--- config.mk ---
export PLATFORM = sky130hd
export DESIGN_NAME = sam_mem_arbiter
export DESIGN_NICKNAME = d
export VERILOG_FILES = /design/src/rtl/sam_mem_pkg.sv /design/src/rtl/sam_run_counter.sv /design/src/rtl/sam_mem_arbiter.sv
export SDC_FILE = /design/constraint.sdc
export NUM_CORES = 1
export LEC_CHECK = 0
export CAP_MARGIN = 20
export CORE_AREA = 4 4 110 112
export CTS_BUF_LIST = sky130_fd_sc_hd__clkbuf_16
export DETAILED_ROUTE_END_ITERATION = 12
export DIE_AREA = 0 0 114 116
export PLACE_DENSITY_LB_ADDON = 0.12
export SYNTH_ARGS = -nofsm -noshare
export SYNTH_HDL_FRONTEND = slang
export SYNTH_HIERARCHICAL = 1
export SYNTH_SLANG_ARGS = --single-unit
--- constraint.sdc ---
create_clock -name clk -period 4.59 [get_ports clk]
set_clock_uncertainty 0.2 [all_clocks]
set_input_delay 0.6885 -clock clk [delete_from_list [all_inputs] [get_ports clk]]
set_output_delay 0.6885 -clock clk [all_outputs]
set_load 0.05 [all_outputs]
--- src/rtl/sam_mem_pkg.sv ---
// Shared types and constants for the CPU/SAM memory arbiter.
package sam_mem_pkg;

  localparam int unsigned DATA_W = 32;
  localparam int unsigned STRB_W = 4;

  localparam logic OWNER_CPU = 1'b0;
  localparam logic OWNER_SAM = 1'b1;

  typedef enum logic [1:0] {
    IDLE       = 2'd0,
    CPU_RESP   = 2'd1,
    SAM_STREAM = 2'd2
  } state_t;

endpackage

--- src/rtl/sam_run_counter.sv ---
// Saturating count of consecutive SAM grants taken while the CPU waits.
module sam_run_counter #(
  parameter int unsigned MAX_RUN = 8
) (
  input  logic clk,
  input  logic reset,
  input  logic inc,
  input  logic clr,
  output logic limit_hit
);

  localparam int unsigned       CNT_W = $clog2(MAX_RUN + 1);
  localparam logic [CNT_W-1:0]  LIMIT = CNT_W'(MAX_RUN);

  logic [CNT_W-1:0] r_count;

  // Clear has priority over increment; the count holds once it reaches the limit.
  always_ff @(posedge clk) begin
    if (reset || clr) begin
      r_count <= '0;
    end else if (inc && (r_count != LIMIT)) begin
      r_count <= r_count + 1'b1;
    end
  end

  assign limit_hit = (r_count == LIMIT);

endmodule

--- src/rtl/sam_mem_arbiter.sv ---
// Arbitrates a synchronous-read RAM between the PicoRV32 port and the SAM port.
// SAM has priority, CPU accesses are never preempted, and CPU starvation is bounded.
module sam_mem_arbiter
  import sam_mem_pkg::*;
#(
  parameter int unsigned MEM_WORDS   = 256,
  parameter int unsigned ADDR_W      = 8,
  parameter int unsigned MAX_SAM_RUN = 8
) (
  input  logic              clk,
  input  logic              reset,
  input  logic              cpu_valid,
  input  logic              cpu_instr,
  input  logic [31:0]       cpu_addr,
  input  logic [31:0]       cpu_wdata,
  input  logic [3:0]        cpu_wstrb,
  output logic              cpu_ready,
  output logic [31:0]       cpu_rdata,
  input  logic              sam_en,
  input  logic [31:0]       sam_addr,
  input  logic [31:0]       sam_wdata,
  input  logic [3:0]        sam_wstrb,
  output logic              sam_ready,
  output logic [31:0]       sam_rdata,
  output logic              ram_en,
  output logic [ADDR_W-1:0] ram_addr,
  output logic [31:0]       ram_wdata,
  output logic [3:0]        ram_wstrb,
  input  logic [31:0]       ram_rdata,
  output logic              owner,
  output logic              oob_err
);

  localparam logic [32:0] ADDR_LIMIT = 33'(MEM_WORDS * 4);

  state_t              r_state;
  state_t              w_state_nxt;
  logic                w_grant_cpu;
  logic                w_grant_sam;
  logic                w_limit;
  logic                w_oob;
  logic                r_oob_pend;
  logic [DATA_W-1:0]   w_addr;
  logic [DATA_W-1:0]   w_wdata;
  logic [STRB_W-1:0]   w_wstrb;
  logic                w_unused;

  // cpu_instr is informational only; byte-offset bits never reach the RAM.
  assign w_unused = ^{cpu_instr, w_addr[1:0]};

  sam_run_counter #(
    .MAX_RUN(MAX_SAM_RUN)
  ) u_run_counter (
    .clk      (clk),
    .reset    (reset),
    .inc      (w_grant_sam & cpu_valid),
    .clr      (w_grant_cpu | ~cpu_valid),
    .limit_hit(w_limit)
  );

  // State register; reset drops any in-flight access.
  always_ff @(posedge clk) begin
    if (reset) begin
      r_state    <= IDLE;
      r_oob_pend <= 1'b0;
    end else begin
      r_state    <= w_state_nxt;
      r_oob_pend <= (w_grant_cpu | w_grant_sam) & w_oob;
    end
  end

  // Grant selection and next state; the state encodes who was granted last cycle.
  always_comb begin
    w_grant_cpu = 1'b0;
    w_grant_sam = 1'b0;
    unique case (r_state)
      IDLE: begin
        if (w_limit)     w_grant_cpu = cpu_valid;
        else if (sam_en) w_grant_sam = 1'b1;
        else             w_grant_cpu = cpu_valid;
      end
      CPU_RESP: begin
      end
      SAM_STREAM: begin
        if (w_limit) w_grant_cpu = cpu_valid;
        else         w_grant_sam = sam_en;
      end
      default: begin
      end
    endcase
    if (reset) begin
      w_grant_cpu = 1'b0;
      w_grant_sam = 1'b0;
    end
    if (w_grant_sam)      w_state_nxt = SAM_STREAM;
    else if (w_grant_cpu) w_state_nxt = CPU_RESP;
    else                  w_state_nxt = IDLE;
  end

  // RAM-side mux from the granted requester; out-of-range accesses never strobe the RAM.
  always_comb begin
    w_addr    = w_grant_sam ? sam_addr  : cpu_addr;
    w_wdata   = w_grant_sam ? sam_wdata : cpu_wdata;
    w_wstrb   = w_grant_sam ? sam_wstrb : cpu_wstrb;
    w_oob     = ({1'b0, w_addr} >= ADDR_LIMIT);
    ram_en    = (w_grant_cpu | w_grant_sam) & ~w_oob;
    ram_addr  = ram_en ? w_addr[ADDR_W+1:2] : '0;
    ram_wdata = ram_en ? w_wdata : '0;
    ram_wstrb = ram_en ? w_wstrb : '0;
    owner     = w_grant_sam ? OWNER_SAM : OWNER_CPU;
  end

  // Response side: RAM data arrives the cycle after the grant, masked to 0 for out-of-range.
  always_comb begin
    cpu_ready = (r_state == CPU_RESP);
    sam_ready = (r_state == SAM_STREAM);
    oob_err   = r_oob_pend;
    cpu_rdata = (cpu_ready && !r_oob_pend) ? ram_rdata : '0;
    sam_rdata = (sam_ready && !r_oob_pend) ? ram_rdata : '0;
  end

endmodule

Word-level counts from Yosys, hierarchy flattened
Cells that the tools add are included.

Bits in registers: 7. Output and inout bits: 113. Word-level logic and storage cells: 45.

Add/subtract/negate cells: 1. Bitwise logic cells: 7. Equality and inequality tests: 4. Multiplexer cells: 21. Reduce and logical (&&, ||, !) cells: 7. $lt $le $gt $ge: 1.

Operators with widths (number): $mux 32 (5); $ge 32x11->1 const B (1); $mux 1 (10); $mux 4 (2); $mux 8 (1); $add 4x1->4 const B (1); $eq 4x4->1 const B (1); $ne 4x4->1 const B (1); $pmux 1 s2 (2); $and 1x1->1 (3); $logic_and 1x1->1 (3); $eq 2x1->1 const B (1); $eq 2x2->1 const B (1); $logic_not 2->1 (1); $mux 2 (1); $not 1->1 (2); $or 1x1->1 (2); $reduce_or 2->1 (1); $logic_not 1->1 (1); $logic_or 1x1->1 (1).

Depth between registers and ports, before layout
Depth after elaboration: 9. Gate-level depth with buffers: 9. Mapped depth without buffers: 8.

By module
Netlist, hierarchy kept.

Modules (own cells, without submodules): sam_mem_arbiter (instances 1, cells an instance 211, area each 1579.0 um2, sequential area each 60.1 um2); sam_run_counter (instances 1, cells an instance 25, area each 224.0 um2, sequential area each 80.1 um2).

Worst setup path after synthesis
OpenSTA, ideal clock, no wires.

Path kind: reg-to-output. Start: reg u_run_counter.r_count[0]. End: out ram_wdata[27]. Arrival time: 2.396 ns. Required time: 3.702 ns. Slack: 1.305 ns. Cell stages (with the launch flop): 9. Cells stage by stage: dfxtp_1 inv_1 ha_1 nand3b_4 inv_2 nor4b_4 clkbuf_1 a22oi_1 a21oi_2.

Word-level cells in the longest chain between the ends: 9. Elaborated cells between the ends (all ways): 16.

Ends and longest elaborated chain: from (decl) (RTL line sam_run_counter.sv:15) `logic [CNT_W-1:0] r_count;`; from (signal assigned) (RTL line sam_run_counter.sv:22) `r_count <= r_count + 1'b1;`; $eq 4x4->1 (*) (RTL line sam_run_counter.sv:26) `assign limit_hit = (r_count == LIMIT);`; via w_limit (RTL line sam_mem_arbiter.sv:40) `logic w_limit;`; $mux 1, on equally long branches (RTL line sam_mem_arbiter.sv:85, sam_mem_arbiter.sv:78); $pmux 1 s2 (RTL line sam_mem_arbiter.sv:76) `unique case (r_state)`; $mux 1 (RTL line sam_mem_arbiter.sv:91) `if (reset) begin`; $mux 32 (RTL line sam_mem_arbiter.sv:102) `w_addr = w_grant_sam ? sam_addr : cpu_addr;`; $ge 32x11->1 (RTL line sam_mem_arbiter.sv:105) `w_oob = ({1'b0, w_addr} >= ADDR_LIMIT);`; $not 1->1 (RTL line sam_mem_arbiter.sv:106) `ram_en = (w_grant_cpu | w_grant_sam) & ~w_oob;`; $and 1x1->1 (RTL line sam_mem_arbiter.sv:106); $mux 32 (*) (RTL line sam_mem_arbiter.sv:108) `ram_wdata = ram_en ? w_wdata : '0;`; to (decl) (RTL line sam_mem_arbiter.sv:27) `output logic [31:0] ram_wdata,`.

The timed path passes the listed nets; every way through them passes the cells marked *.

Worst setup path in the final report
Start: in cpu_addr[16]. End: out ram_en.

Word-level cells in the longest chain between the ends: 4.

Ends and longest elaborated chain: from (decl) (RTL line sam_mem_arbiter.sv:14) `input logic [31:0] cpu_addr,`; $mux 32 (RTL line sam_mem_arbiter.sv:102); $ge 32x11->1 (RTL line sam_mem_arbiter.sv:105); $not 1->1 (RTL line sam_mem_arbiter.sv:106); $and 1x1->1 (RTL line sam_mem_arbiter.sv:106); to (decl) (RTL line sam_mem_arbiter.sv:25) `output logic ram_en,`.

Every way passes these cells.

==> flow_summary.ini <==
[outcome]
outcome = complete, no violations

[cells_and_area]
antenna_cells = 0
area_delta_synth_final_pct = 157.1
regArea_um2 = 140.1
multi_input_area_mm2 = 0.001478
nFillCells = 1170
fin_nets = 678
drive_gt1_frac = 0.2072

[detailed_routing]
num_vias = 2913
ant_nets = 0
drt_first_pass_iters = 7
remaining_drc_errors = 0
routed_wl_um = 10890
avgRoutedWirePerCell_um = 16.89
vias_per_cell = 4.516
drt_iter0_markers = 158

[global_routing]
grt_pass1_vias = 2845
antenna_found_initial = 0
grt_pass1_wl_um = 15120
gr-usage-all-layers = 0.1422
grt_overflow = 0
grt_max_degree = 48

[clock_tree]
cts_resized = 0
cts_buffers = 3
cts-hold-fix-buffers = 0
cts.sinks = 7
cts.path.max_buffers = 2
post_cts_buffers = 0
cts_root_buf = clkbuf_16
insertion_delay_ns = 0.23
cts_tree = done
path_clk_slew_ns = 0.04
htree_levels = 1

[timing]
setup_viol = 0
fin_crit_ns = 3.957
fin_crit_sh = 0.8621
finalSetupTns_ns = 0
relSlewSlack = 0.4939
hold_viol_final = 0
worstMarginPinSlew_ns = 0.7591
rsz0062_at_grt = no
max_freq_mhz = 252.7
maxSlewViolCount = 0

[pwr]
pwr_density_cell_mw_per_mm2 = 112.5
peakVddDrop_v = 0.00007132
p_leak_nw = 1.650
finalPower_mw = 0.5215

[die]
dieArea_mm2 = 0.01322
initial_core_util = 0.1606
die_h_um = 116
core_mm2 = 0.01122
rows = 39
fp.dieW_um = 114
io_pins = 286

[logic_synthesis]
synth-seq-cells = 7
yosys_warnings = 6
synth_top_area_frac = 0.2221
syn-num-nets = 411
synth_top_cell_by_area = and2_1
syn_inst = 236
ys_types = 35
synth.avg_cell_area_um2 = 7.640
netlist_top_cells_area = and2_1, a21oi_2, a22oi_1
synth-seq-area-share = 0.07772
synth_area_mm2 = 0.001803

[place]
dp_hpwl_um = 9040
portBuffers = 280
gp_congestion = 0.8182

[setup_path]
r2r_setup_slack_ns = 2.04
start_kind = primary input
worstSetupEndpointType = primary output
r2r.worst_path.cells = 8
r2r_end = oob_err$_SDFF_PP0_
worstPathArrival_ns = 3.07
crit_type = in2out
required_ns = 3.70
r2r_start = u_run_counter/r_count[0]$_SDFFE_PP0P_
cp_max_fo = 2

[worst_hold_path]
worstHoldPathType = reg2reg
holdPathStages = 2
holdCritStartpoint = u_run_counter/r_count[2]$_SDFFE_PP0P_
holdPathEnd = u_run_counter/r_count[2]$_SDFFE_PP0P_

[run]
max-cap-violations = 0
-- critical path, cell delays in order --
cell and delay, ns:
clkdlybuf4s50_1 0.43, nor4_1 0.30, nand2_1 0.13, or3_2 0.48, a21oi_2 0.16, clkdlybuf4s50_1 0.87
-- power breakdown --
part / leakage, nW / total, mW / internal [mW] / switching [mW]
Sequential: 0.0571 / 0.0646 / 0.0630 / 0.00161
Clock: 0.0423 / 0.147 / 0.113 / 0.0338
Combinational: 1.55 / 0.310 / 0.179 / 0.131
-- worst max-delay path by stage --
stage / from / to / slack, ns / cells past startpoint
after floorplan: u_run_counter/r_count[0]$_SDFFE_PP0P_ / ram_wdata[27] / 1.31 / 8
after global placement: cpu_addr[13] / ram_en / 0.64 / 6
after detailed placement: cpu_addr[16] / ram_en / 0.59 / 6
after CTS: cpu_addr[16] / ram_en / 0.59 / 6
after global routing: cpu_addr[16] / ram_en / 0.57 / 6
final: cpu_addr[16] / ram_en / 0.63 / 6
-- Yosys cell counts (all sizes together) --
cell type  number
xor2            1
o211a           1
nor3            1
nor4           10
nor2            5
nand2           3
and3b           1
a21oi          45
nand3           2
nor2b           4
o21ai           2
nor4b           2
inv             4
ha              2
dfxtp           7
and4            1
nor3b           1
buf            17
and2           64
nand4           3
a21boi          3
nand2b          1
o21a            1
clkbuf          8
or3             2
nand3b          1
a22oi          44
-- flip-flops by register name, summed over array words and instances (netlist names) --
name                   flops
r_state                    2
u_run_counter/r_count      4
oob_err                    1
-- per-stage QoR --
stage	hold slack [ns]	cell area (um2)	setup WS [ns]	cells	util
3_3_place_gp	0.2851	4557	0.6395	641	0.4060
4_1_cts	0.2978	4636	0.5943	645	0.4130
2_1_floorplan	0.2701	1803	1.305	236	-
3_5_place_dp	0.2924	4557	0.5943	641	0.4060
5_1_grt	0.3325	4636	0.5652	645	0.4130
6_report	0.2977	4636	0.6328	645	0.4130
-- cell families after synthesis --
logic type      after synthesis  synth area share
simple gates                101            0.3733
compound gates               96            0.4212
flops                         7           0.07772
buf+inv                      29            0.1090
xor+xnor                      1          0.004859
fa+ha+maj                     2           0.01388
-- cell type report --
| class | count | share of cell area |
|---|---|---|
| timing repair buffer | 287 | 0.5922 |
| multi-input combinational | 200 | 0.3188 |
| tap | 143 | 0.03860 |
| sequential | 7 | 0.03023 |
| clock buffer | 3 | 0.01619 |
| inverter | 4 | 0.003239 |
| clock inverter | 1 | 0.0008097 |
-- placed cells by master (no fill, tap or decap), types with 4 or more instances in the layout --
cell / instances
clkdlybuf4s50_1: 236
and2_1: 64
buf_4: 51
a22oi_1: 44
a21oi_2: 40
nor4_1: 7
dfxtp_1: 7
nor2_1: 5
a21oi_1: 5
nor2b_1: 4
inv_1: 4
-- per-layer routing --
| layer | GRT usage | up-vias | share of wire |
|---|---|---|---|
| li1 | - | 1395 | - |
| met1 | 0.1598 | 1316 | 0.36 |
| met2 | 0.2701 | 198 | 0.51 |
| met3 | 0.04125 | 4 | 0.12 |
| met4 | 0.02138 | 0 | 0.0042 |
| met5 | 0 | - | 0 |
Note: power is estimated with default switching activity, not from simulation.
